--- src/rtl/lbm_stream_addr_gen.sv ---
// lbm_stream_addr_gen
// Raster-order address sequencer for a periodic NX x NY D2Q9 lattice. For each
// node it latches the node base, its eight streaming neighbours and the
// second-buffer address. It then steps the downstream 10:1 mux select through
// 0..9 under a valid/ready handshake.
module lbm_stream_addr_gen #(
  parameter int ADDRESS_WIDTH = 10,
  parameter int NX            = 16,
  parameter int NY            = 16
) (
  input  logic                            Clk,
  input  logic                            Reset,
  input  logic                            start,
  input  logic                            ready,
  output logic signed [ADDRESS_WIDTH-1:0] Din0,
  output logic signed [ADDRESS_WIDTH-1:0] Din1,
  output logic signed [ADDRESS_WIDTH-1:0] Din2,
  output logic signed [ADDRESS_WIDTH-1:0] Din3,
  output logic signed [ADDRESS_WIDTH-1:0] Din4,
  output logic signed [ADDRESS_WIDTH-1:0] Din5,
  output logic signed [ADDRESS_WIDTH-1:0] Din6,
  output logic signed [ADDRESS_WIDTH-1:0] Din7,
  output logic signed [ADDRESS_WIDTH-1:0] Din8,
  output logic signed [ADDRESS_WIDTH-1:0] Din9,
  output logic        [3:0]               select,
  output logic                            valid,
  output logic                            busy,
  output logic                            done
);

  localparam int AW = ADDRESS_WIDTH;
  localparam int XW = (NX > 1) ? $clog2(NX) : 1;
  localparam int YW = (NY > 1) ? $clog2(NY) : 1;

  localparam logic [AW-1:0] NX_A       = AW'(NX);
  localparam logic [AW-1:0] LAST_ROW_A = AW'((NY - 1) * NX);
  localparam logic [AW-1:0] CELLS_A    = AW'(NX * NY);
  localparam logic [XW-1:0] X_MAX      = XW'(NX - 1);
  localparam logic [YW-1:0] Y_MAX      = YW'(NY - 1);
  localparam logic [3:0]    SEL_LAST   = 4'd9;

  typedef enum logic [2:0] {
    S_IDLE,
    S_LOAD,
    S_ISSUE,
    S_NEXT,
    S_DONE
  } state_t;

  state_t        state_q, state_d;
  logic [XW-1:0] x_q, x_d;
  logic [YW-1:0] y_q, y_d;
  logic [AW-1:0] row_q, row_d;   // y*NX, tracked incrementally instead of multiplied
  logic [3:0]    select_q, select_d;
  logic          valid_q, valid_d;
  logic          busy_q, busy_d;
  logic          done_q, done_d;
  logic          load_din;

  logic [AW-1:0] din_q [10];
  logic [AW-1:0] din_d [10];
  logic [AW-1:0] addr_set [10];

  // Periodic neighbour coordinates and row bases of the current node
  logic [XW-1:0] xp, xm;
  logic [AW-1:0] x_a, xp_a, xm_a, row_up, row_dn;

  assign xp     = (x_q == X_MAX) ? '0 : x_q + 1'b1;
  assign xm     = (x_q == '0) ? X_MAX : x_q - 1'b1;
  assign x_a    = AW'(x_q);
  assign xp_a   = AW'(xp);
  assign xm_a   = AW'(xm);
  assign row_up = (y_q == Y_MAX) ? '0 : row_q + NX_A;
  assign row_dn = (y_q == '0) ? LAST_ROW_A : row_q - NX_A;

  assign addr_set[0] = row_q + x_a;            // node base
  assign addr_set[1] = row_q + xp_a;           // E
  assign addr_set[2] = row_up + x_a;           // N
  assign addr_set[3] = row_q + xm_a;           // W
  assign addr_set[4] = row_dn + x_a;           // S
  assign addr_set[5] = row_up + xp_a;          // NE
  assign addr_set[6] = row_up + xm_a;          // NW
  assign addr_set[7] = row_dn + xm_a;          // SW
  assign addr_set[8] = row_dn + xp_a;          // SE
  assign addr_set[9] = row_q + x_a + CELLS_A;  // same node in the second buffer

  // Address registers: reloaded only in LOAD, so they hold while a transfer stalls
  generate
    for (genvar gi = 0; gi < 10; gi++) begin : g_din
      assign din_d[gi] = load_din ? addr_set[gi] : din_q[gi];

      always_ff @(posedge Clk) begin
        if (Reset) begin
          din_q[gi] <= '0;
        end else begin
          din_q[gi] <= din_d[gi];
        end
      end
    end
  endgenerate

  // Next-state logic for the sweep FSM, its position counters and its registered outputs
  always_comb begin
    state_d  = state_q;
    x_d      = x_q;
    y_d      = y_q;
    row_d    = row_q;
    select_d = select_q;
    valid_d  = valid_q;
    busy_d   = busy_q;
    done_d   = 1'b0;
    load_din = 1'b0;
    case (state_q)
      S_IDLE: begin
        valid_d = 1'b0;
        if (start) begin
          state_d = S_LOAD;
          x_d     = '0;
          y_d     = '0;
          row_d   = '0;
          busy_d  = 1'b1;
        end
      end
      S_LOAD: begin
        load_din = 1'b1;
        select_d = 4'd0;
        valid_d  = 1'b1;
        state_d  = S_ISSUE;
      end
      S_ISSUE: begin
        if (ready) begin
          if (select_q == SEL_LAST) begin
            valid_d = 1'b0;
            state_d = S_NEXT;
          end else begin
            select_d = select_q + 4'd1;
          end
        end
      end
      S_NEXT: begin
        valid_d = 1'b0;
        if ((x_q == X_MAX) && (y_q == Y_MAX)) begin
          state_d = S_DONE;
          done_d  = 1'b1;
          busy_d  = 1'b0;
        end else begin
          state_d = S_LOAD;
          if (x_q == X_MAX) begin
            x_d   = '0;
            y_d   = y_q + 1'b1;
            row_d = row_q + NX_A;
          end else begin
            x_d = x_q + 1'b1;
          end
        end
      end
      S_DONE: begin
        // done_d defaults low here, which makes done a single-cycle pulse
        x_d     = '0;
        y_d     = '0;
        row_d   = '0;
        state_d = S_IDLE;
      end
      default: begin
        state_d = S_IDLE;
        valid_d = 1'b0;
        busy_d  = 1'b0;
      end
    endcase
  end

  // FSM state, position counters and handshake outputs
  always_ff @(posedge Clk) begin
    if (Reset) begin
      state_q  <= S_IDLE;
      x_q      <= '0;
      y_q      <= '0;
      row_q    <= '0;
      select_q <= 4'd0;
      valid_q  <= 1'b0;
      busy_q   <= 1'b0;
      done_q   <= 1'b0;
    end else begin
      state_q  <= state_d;
      x_q      <= x_d;
      y_q      <= y_d;
      row_q    <= row_d;
      select_q <= select_d;
      valid_q  <= valid_d;
      busy_q   <= busy_d;
      done_q   <= done_d;
    end
  end

  assign Din0   = $signed(din_q[0]);
  assign Din1   = $signed(din_q[1]);
  assign Din2   = $signed(din_q[2]);
  assign Din3   = $signed(din_q[3]);
  assign Din4   = $signed(din_q[4]);
  assign Din5   = $signed(din_q[5]);
  assign Din6   = $signed(din_q[6]);
  assign Din7   = $signed(din_q[7]);
  assign Din8   = $signed(din_q[8]);
  assign Din9   = $signed(din_q[9]);
  assign select = select_q;
  assign valid  = valid_q;
  assign busy   = busy_q;
  assign done   = done_q;

endmodule

--- config.mk ---
export PLATFORM = sky130hd
export DESIGN_NAME = lbm_stream_addr_gen
export DESIGN_NICKNAME = d
export VERILOG_FILES = /design/src/rtl/lbm_stream_addr_gen.sv
export SDC_FILE = /design/constraint.sdc
export NUM_CORES = 1
export LEC_CHECK = 0
export CAP_MARGIN = 20
export CORE_AREA = 2 2 106 108
export CTS_CLUSTER_DIAMETER = 200
export DETAILED_ROUTE_END_ITERATION = 8
export DIE_AREA = 0 0 108 110
export PLACE_DENSITY_LB_ADDON = 0.3
export SLEW_MARGIN = 30
export SYNTH_ARGS = -nofsm -noshare
export SYNTH_HDL_FRONTEND = slang
export SYNTH_SLANG_ARGS = --single-unit
--- constraint.sdc ---
create_clock -name Clk -period 1.91 [get_ports Clk]
set_clock_uncertainty 0.1 [all_clocks]
set_input_delay 0.191 -clock Clk [delete_from_list [all_inputs] [get_ports Clk]]
set_output_delay 0.191 -clock Clk [all_outputs]
set_load 0.01 [all_outputs]
After elaboration in Yosys (flattened, before gate mapping)

Memories as Yosys holds them, arrays and structs flattened.
Index checks and enable logic that the tools add are counted.

Add/sub/neg operators: 16
Equal/unequal tests: 14
Mux-type cells: 53
Bitwise operators: 13
Reduce and logical (&&, ||, !) cells: 14

Operators by type and width:

| cell                                                 | count |
|---|---|
| 2-to-1 mux 10 bit                                    | 25 |
| adder 10 x 4 -> 10 bit                               | 9 |
| 2-to-1 mux 4 bit                                     | 8 |
| one-hot mux 10 bit (3 select lines)                  | 1 |
| one-hot mux 4 bit (3 select lines)                   | 2 |
| AND reduction 3 bit                                  | 5 |
| != test 2 bit (second input constant)                | 7 |
| adder 4 x 1 -> 4 bit (second input constant)         | 3 |
| equality test 4 bit (second input constant)          | 3 |
| 2-to-1 mux 3 bit                                     | 4 |
| one-hot mux 3 bit (4 select lines)                   | 1 |
| adder 10 x 5 -> 10 bit (second input constant)       | 1 |
| adder 10 x 9 -> 10 bit (second input constant)       | 1 |
| OR 1 bit                                             | 10 |
| subtractor 10 x 5 -> 10 bit (second input constant)  | 1 |
| 2-to-1 mux 1 bit                                     | 9 |
| logical NOT 4 bit                                    | 2 |
| one-hot mux 4 bit (2 select lines)                   | 1 |
| equality test 3 x 2 -> 1 bit (second input constant) | 2 |
| one-hot mux 1 bit (3 select lines)                   | 2 |
| AND reduction 4 bit                                  | 1 |
| subtractor 4 x 1 -> 4 bit (second input constant)    | 1 |
| equality test 3 x 1 -> 1 bit (second input constant) | 1 |
| equality test 3 bit (second input constant)          | 1 |
| 7 further kinds                                      | 9 |

Flip-flop bits (word level): 28
RAM bits: 100
Input bits: 4
Logic and storage cells: 119
Memories: 1

Memories:

| name  | words | width | read ports | clocked after memory_dff | write ports | RTL line | text |
|---|---|---|---|---|---|---|---|
| din_q | 10    | 10    | 10         | 0                        | 10          | 60       | `logic [AW-1:0] din_q [10];` |

Logic depth before layout (Yosys ltp)

Gate-level depths: netlist of run 1.

Depth in word-level cells: 5
Depth in mapped cells: 10

Worst setup path after synthesis of run 1

OpenSTA, ideal clock, no wires.

Path type: flip-flop to flip-flop
From: reg x_q[1]
To: reg x_q[0]
Data arrival time: 1671 ps
Data required time: 1740 ps
Slack: 69 ps
Stages on the path, launching flop included: 8
Buffers on the path: 1
Path through: dfxtp_1 > ha_1 > and3_1 > clkbuf_1 > a21oi_1 > nor2_1 > or3_1 > a21oi_1

Cells in the longest elaborated chain, start to end: 4

RTL lines:

| element                                                                   | RTL line | text |
|---|---|---|
| start: declaration                                                        | 51       | `logic [XW-1:0] x_q, x_d;` |
| start signal: assignment                                                  | 176      | `x_q <= '0;` |
| start signal: assignment                                                  | 185      | `x_q <= x_d;` |
| equality test 4 bit *                                                     | 142, 148 |  |
| 2-to-1 mux 4 bit or logical AND 1 bit (tied branches)                     | 148, 142 |  |
| 2-to-1 mux 4 bit or != test 2 bit (tied branches)                         | -        |  |
| one-hot mux 4 bit (3 select lines) or AND reduction 3 bit (tied branches) | -        |  |

Every way passes the cells marked *; elsewhere a longest branch is shown, timed or not. The select of a mux whose other input is x is not followed.
A chain may end at the register's enable or synchronous reset.

==> metrics, run 1 <==
status finished clean; Seq/Total Area, Yosys 46.2%; antenna violations before repair 1; Post-Syn Area per Cell 8.60 sq um; Leak 2.35 nW; unrepaired setup endpoints after global routing no; met2 GRT Util 33.6%; routed len/inst 14.8 um; Slew HR 55.5%; die height 110 um; ant diodes 0; cell area after synthesis 4770 sq um; Hold Vio Cnt, Final 0; post-synthesis sequential element count 110; Hold Crit Endpoint din_q[2][3]; vias in the first global route 3,931; CTS H-tree depth 3; Distinct cells, synth 55; Antenna Nets Post-Route 0; detailed-route via count 4,156; synth top area cells dfxtp_1, nand2_1, a21oi_1; Worst Hold Class register to register; Core Region 10,700 sq um; PortBufs 110; Final Non-Filler Cells 807; Worst Tran Pin Value 661 ps; total die area 11,900 sq um; Worst Hold Depth 2; total power divided by cell area 765 nW/um^2; worst reg2reg path endpoint din_q[5][9]; Startpoint Class register; DRC 0; Max Cap Violations 0; area delta synth->final 31.5%; Root Buffer Master clkbuf_8; final core utilization 58.6%; pin count of the biggest net entering global routing 41; CTS tree yes; crit path max fanout 7; CTS max path bufs 2; setup ws final 101 ps; nets 678; Place WS -21.2 ps; CTS buffer count 9; top cell type's share of synthesized area 46.2%; Post-synth ARST share 0%; Post-synth EDFFs 0; worst r2r path cells 5; placed instance count 789; Main synth FF type dfxtp_1; GR Util met1 27.2%; Hold Slack 358 ps; R2R Setup Slk 100 ps; total power 4.80 mW; layout cells sized above 1 10.5%; row cnt 38; Final Max Tran Viols 0; VDD IR-drop max 0.429 mV; final setup fails 0; Final Cycle Share 94.7%; Initial Utilization 44.6%; 1st-iter DRT viols 180; busiest grt layer met2; Worst-Skew Late Latency 370 ps; FF-to-FF Start state_q[0]; Worst setup EP type register; Post-Synthesis Cells 555; DR vias/cell 5.15; Ports 111; GRT met3 Usage 3.88%; first-pass GRT wire length 19.2 mm; critical path arrival 2010 ps; Filler cells 976; post-DP HPWL 8.91 mm; register area 2200 sq um; DIE WIDTH 108 um; Yosys top cell by area dfxtp_1; drt first pass iters 4; clock slew at reported path FFs 100 ps; hold_sp din_q[2][3]; WL final 11.9 mm; Min Clock Period, post-route 1810 ps; grt ovf 0; total track usage 20.4%; Critical Path RT 2110 ps; Ys Warns 0; global placer's final weighted congestion 0.857; critical path class register to register; Max Clock Freq 553 MHz; clk sinks 110; footprint of the multi-input gates 2300 sq um
## critical path, stage by stage (launching register included)
cell     delay (ps)
dfxtp_1         390
or3b_2          590
nor2_1          260
buf_4           160
nand2_1          80
a31oi_1         170
## cell usage after synthesis, drive strengths merged (4+ instances only)
library cell and n:
nor2 51, a21o 10, ha 12, nand3b 7
buf 32, dfxtp 110, clkbuf 23, o21a 9
nor3 13, xnor2 20, and3 4, xor2 12
nand3 12, a211oi 9, inv 11, a21oi 63
nor3b 8, o21ai 12, a31oi 6, nand2 85
## cells by family after synthesis
kind of cell	share of synthesized area, %
buffers and inverters	6.87
adder cells (fa/ha/maj)	3.15
multiplexers	0.629
flip-flops	46.2
AO/OA/AOI/OAI	17.3
other	0.0786
XOR/XNOR	5.87
AND/OR/NAND/NOR	20.0
## metal layers
layer | wire [um] | vias to the layer above
li1 | - | 2078
met1 | 5390 | 1955
met2 | 5730 | 104
met3 | 626 | 17
met4 | 172 | 2
met5 | 13 | -
## metrics by stage
stage	area (sq um)	TNS [ps]
detailed placement	6040	-21.2
global placement	6040	0
finish	6270	0
CTS	6220	0
global route	6270	0
floorplan	4780	0
## what timing repair did
| item | 4_1_cts | 5_1_grt |
|---|---|---|
| gates resized for setup | 1 | 12 |
| hold buffers | 1 | 0 |
| endpoints found under the hold margin | 2 | 0 |
| setup endpoints to repair | 2 | 26 |
| buffers inserted | 0 | 1 |
| cloned | 0 | 0 |
| pin swaps | 0 | 1 |
## cell usage in the layout (no fill, tap or decap), types with 2 or more instances in the layout
master / netlist / layout
a22o_1: 2 / 2
nand4_1: 2 / 2
nor2_1: 50 / 50
or3_1: 3 / 3
xnor2_1: 20 / 20
a21o_1: 10 / 10
inv_1: 11 / 11
nand4b_1: 2 / 2
or2_2: 2 / 2
dfxtp_1: 110 / 108
and2b_1: 2 / 2
clkbuf_8: 0 / 9
nand3_1: 12 / 11
ha_1: 12 / 12
clkinvlp_4: 0 / 2
clkbuf_1: 23 / 3
nor3_1: 13 / 12
clkdlybuf4s50_1: 0 / 109
o21ai_0: 10 / 10
mux2i_1: 3 / 3
nor3b_1: 8 / 7
and3_1: 4 / 3
nor2b_1: 2 / 2
xor2_1: 12 / 12
nand3b_1: 7 / 7
conb_1: 1 / 4
a21oi_1: 63 / 62
nand2_1: 85 / 84
nor4_1: 3 / 3
nand2b_1: 2 / 2
o22ai_1: 3 / 3
dfxtp_2: 0 / 2
o21a_1: 9 / 9
buf_4: 16 / 36
a211oi_1: 9 / 9
a31oi_1: 6 / 6
## state kept, by name, indices dropped and copies added, names as in the netlist
name     flops
busy         1
din_q       86
done         1
row_q        6
select       4
state_q      3
valid        1
x_q          4
y_q          4
## cell type report
class / instances / area share (%)
clock buffer: 12 / 2.15
multi-input combinational: 382 / 36.6
clock inverter: 4 / 0.519
inverter: 11 / 0.658
tap: 140 / 2.79
sequential: 110 / 35.1
timing repair buffer: 148 / 22.1
## worst max-delay path by stage
stage	start	end	slack (ps)	depth (start not counted)
finish	state_q[0]	din_q[5][9]	100	5
global route	row_q[4]	din_q[8][8]	4	7
CTS	y_q[1]	row_q[8]	30	6
detailed placement	y_q[0]	x_q[3]	-20	5
global placement	y_q[0]	x_q[0]	90	6
floorplan	x_q[1]	x_q[0]	70	7
## power by group
group | internal, mW | switching (mW)
combinational | 0.498 | 0.525
sequential | 2.43 | 0.0977
clock | 0.484 | 0.763
No activity file was read; power rests on OpenSTA's default activity.
==> run 2, diff against run 1 <==
--- a/config.mk
+++ b/config.mk
@@ -15,3 +15,4 @@
 export SYNTH_ARGS = -nofsm -noshare
 export SYNTH_HDL_FRONTEND = slang
 export SYNTH_SLANG_ARGS = --single-unit
+export TNS_END_PERCENT = 30
==> results of run 2 <==
No change in the layout: final DEF, timing and power equal those of run 1.
